File: config.mk
export PLATFORM = sky130hd
export DESIGN_NAME = sync_mod_counter
export DESIGN_NICKNAME = d
export VERILOG_FILES = /design/src/rtl/sync_mod_counter.sv
export SDC_FILE = /design/constraint.sdc
export NUM_CORES = 1
export LEC_CHECK = 0
export ABC_AREA = 1
export CELL_PAD_IN_SITES_DETAIL_PLACEMENT = 1
export CELL_PAD_IN_SITES_GLOBAL_PLACEMENT = 2
export CORE_MARGIN = 4
export CORE_UTILIZATION = 21
export DETAILED_ROUTE_END_ITERATION = 10
export PLACE_DENSITY = 0.76
export SYNTH_ARGS = -nofsm -noshare
export SYNTH_HDL_FRONTEND = slang
export SYNTH_SLANG_ARGS = --single-unit
File: constraint.sdc
create_clock -name clk -period 1.8 [get_ports clk]
set_clock_uncertainty 0.15 [all_clocks]
set_input_delay 0.36 -clock clk [delete_from_list [all_inputs] [get_ports clk]]
set_output_delay 0.36 -clock clk [all_outputs]
set_load 0.02 [all_outputs]
File: src/rtl/sync_mod_counter.sv
// Up/down modulo-MODULUS counter with clear, clamped load, tc and wrap pulse.
// Define SYNC_MOD_COUNTER_SATURATE_EN to saturate at the ends instead of wrapping.
module sync_mod_counter #(
  parameter int WIDTH   = 4,
  parameter int MODULUS = 16
) (
  input  logic             clk,
  input  logic             rst_n,
  input  logic             en,
  input  logic             up,
  input  logic             clr,
  input  logic             load,
  input  logic [WIDTH-1:0] load_val,
  output logic [WIDTH-1:0] q,
  output logic             tc,
  output logic             wrap
);

  localparam logic [WIDTH-1:0] MAX = WIDTH'(MODULUS - 1);

  if (WIDTH < 1 || MODULUS < 2 || MODULUS > (1 << WIDTH)) begin : g_bad_cfg
    $error("sync_mod_counter: need WIDTH>=1, 2<=MODULUS<=2**WIDTH");
  end

  logic [WIDTH-1:0] q_nxt;
  logic             wrap_nxt;
  logic             at_max;
  logic             at_min;

  assign at_max = (q == MAX);
  assign at_min = (q == '0);
  assign tc     = en & ((up & at_max) | (~up & at_min));

  always_comb begin
    q_nxt    = q;
    wrap_nxt = 1'b0;
    priority case (1'b1)
      clr: q_nxt = '0;
      load: q_nxt = (load_val > MAX) ? MAX : load_val;
      en & up: begin
        if (at_max) begin
`ifdef SYNC_MOD_COUNTER_SATURATE_EN
          q_nxt = MAX;
`else
          q_nxt    = '0;
          wrap_nxt = 1'b1;
`endif
        end else begin
          q_nxt = q + WIDTH'(1);
        end
      end
      en & ~up: begin
        if (at_min) begin
`ifdef SYNC_MOD_COUNTER_SATURATE_EN
          q_nxt = '0;
`else
          q_nxt    = MAX;
          wrap_nxt = 1'b1;
`endif
        end else begin
          q_nxt = q - WIDTH'(1);
        end
      end
      default: q_nxt = q;
    endcase
  end

  always_ff @(posedge clk or negedge rst_n) begin
    if (!rst_n) begin
      q    <= '0;
      wrap <= 1'b0;
    end else begin
      q    <= q_nxt;
      wrap <= wrap_nxt;
    end
  end

endmodule
==> qor.yml <==
grt_overflow: 0
num_vias: 600
grtUsageTotal: 0.142
firstDrtPassIters: 3
via_per_inst: 4.32
initial_utilization: 0.226
rows: 16
grt_max_degree: 9
power_leakage_uw: 0.000439
core_um2: 2020
syn_area_um2: 458
path_class: "reg2out"
cts_buffers: 3
syn_avg_cell_area_um2: 6.64
cts_buffer_depth: 2
finalSetupTns_ns: -0.180
ys_seq_area_frac: 0.273
drt-initial-drc-count: 1
power_switching_uw: 186
gp_congestion: 0.736
cts-root-buf: "clkbuf_4"
power_uw: 533
hp-class: "in2async"
final_common_cell: "buf_4"
syn_nets: 81
postSynthCellCount: 69
synth_top_cell_area_share: 0.273
rsz0062_at_grt: "true"
yosysTopAreaCell: "dfrtp_1"
io_buffers: 15
chipWidth_um: 54.7
pwr-share-comb: 0.495
status: "complete, but fails checks"
clock-sinks: 5
ir_drop_v: 0.000265
critPathRequiredTime_ns: 1.29
cts_tree: "done"
cp_data_arrival_time_ns: 1.47
failed_checks: "setup timing"
ant_nets: 0
reg2reg_depth: 8
finalCriticalPeriod_ns: 1.98
n_antenna_cell: 0
design_area_um2: 886
p_seq_frac: 0.260
clk_latency_ns: 0.24
drv_cap: 0
setup_slack_ns: -0.180
yosysWarnings: 0
ys_types: 19
die_y_um: 54.7
place_area_um2: 768
finalHoldViolations: 0
die_area_um2: 2990
htreeDepth: 1
relSlewSlack: 0.818
internal_power_uw: 347
grt_pass1_wl_mm: 2.95
fmax_mhz: 505
ys_top_cells_by_area: "dfrtp_1 (27%), nand2_1 (15%), nor2_1 (8.2%)"
start_kind: "flop"
remaining_drc_errors: 0
syn2layout_area_growth_pct: 93.4
maxSlewViolCount: 0
grt_antenna_before_repair: 0
io_pins: 16
ctsHoldBuffers: 0
hpwlAfterDp_mm: 1.35
first_global_vias: 671
drive_above_1_share: 0.482
worstMarginPinSlew_ns: 0.273
routedWlPerCell_um: 13.4
synth_seq_cells: 5
switching_share: 0.349
final_cell_mix: "buf_4 (23), nand2_1 (18), clkdlybuf4s50_1 (10), nor2_1 (9), inv_1 (6)"
path_max_fanout: 2
fin_crit_sh: 1.10
wirelength_mm: 1.86
cp-end-kind: "primary output"
power_density_nw_per_um2: 602
clockPowerShare: 0.244
setup_violations: 1
clk_pin_slew_worst_paths_ns: 0.04
final_nets: 125
==> critical path, cell delays in order, from the launching register on <==
cell and delay (ns):
dfrtp_2 0.42, buf_6 0.13, ha_4 0.15, nand3_2 0.08, nor2_2 0.04, a31oi_1 0.18, inv_1 0.09, buf_6 0.14
==> through the flow <==
stage	std cells	hold slack (ns)	worst slack [ns]	util
finish	139	0.189	-0.180	0.438
global route	139	0.189	-0.285	0.438
CTS	132	0.188	-0.177	0.406
detailed placement	128	0.449	-0.530	0.380
global placement	128	0.450	-0.471	0.380
floorplan	69	-0.0856	0.00940	-
==> cells by family after synthesis <==
logic type / after synthesis / synth area share
fa+ha+maj: 2 / 0.0546
simple gates: 43 / 0.437
compound gates: 7 / 0.117
flops: 5 / 0.273
buf+inv: 12 / 0.117
==> cell usage after synthesis, drive strengths merged <==
library cell and number:
o21ai 4, nand3 6, a21oi 1, buf 1, ha 2, nor2 12, nand2 20, a31oi 1
inv 10, o211ai 1, nand4 1, dfrtp 5, nor3 3, clkinv 1, or2 1
==> routing by layer <==
metal | share of wire | up-vias | GRT usage
met4 | 0.017 | 0 | 0.0498
li1 | - | 304 | -
met2 | 0.55 | 15 | 0.276
met1 | 0.39 | 276 | 0.140
met5 | 0 | - | 0
met3 | 0.042 | 5 | 0.0381
==> power groups by stage <==
stage / logic, µW / clock network, µW / registers (µW)
detailed placement: 227 / 0 / 136
finish: 264 / 130 / 139
global route: 295 / 145 / 140
CTS: 228 / 134 / 137
floorplan: 91.8 / 0 / 150
global placement: 219 / 0 / 136
==> cell type report <==
| class | count | area, µm² |
|---|---|---|
| Sequential cell | 5 | 129 |
| Multi-Input combinational cell | 52 | 317 |
| Tap cell | 27 | 33.8 |
| Inverter | 11 | 42.5 |
| Clock buffer | 4 | 26.3 |
| Timing Repair Buffer | 40 | 338 |
| Fill cell | 262 | 1140 |
==> sequential cells by signal, summed over array words and instances, names as in the netlist <==
name  count
q         4
wrap      1
==> path summary, 6_finish.rpt <==
kind | to | slack (ns) | startpoint
max in group asynchronous | q[1]$_DFFE_PN0P_ | 1.10 | rst_n
hold reg to reg | q[2]$_DFFE_PN0P_ | 0.55 | q[2]$_DFFE_PN0P_
min in group clk | q[2]$_DFFE_PN0P_ | 0.55 | q[2]$_DFFE_PN0P_
setup / recovery | tc | -0.18 | q[1]$_DFFE_PN0P_
hold / removal | wrap$_DFF_PN0_ | 0.19 | rst_n
setup reg to reg | wrap$_DFF_PN0_ | 0.17 | q[1]$_DFFE_PN0P_
==> repair_timing <==
item / CTS / global route
gates cloned: 0 / 0
endpoints found under the setup margin: 5 / 1
pin swaps: 0 / 3
buffers inserted: 0 / 7
gates resized for setup: 17 / 8
(Power assumes the default switching activity.)
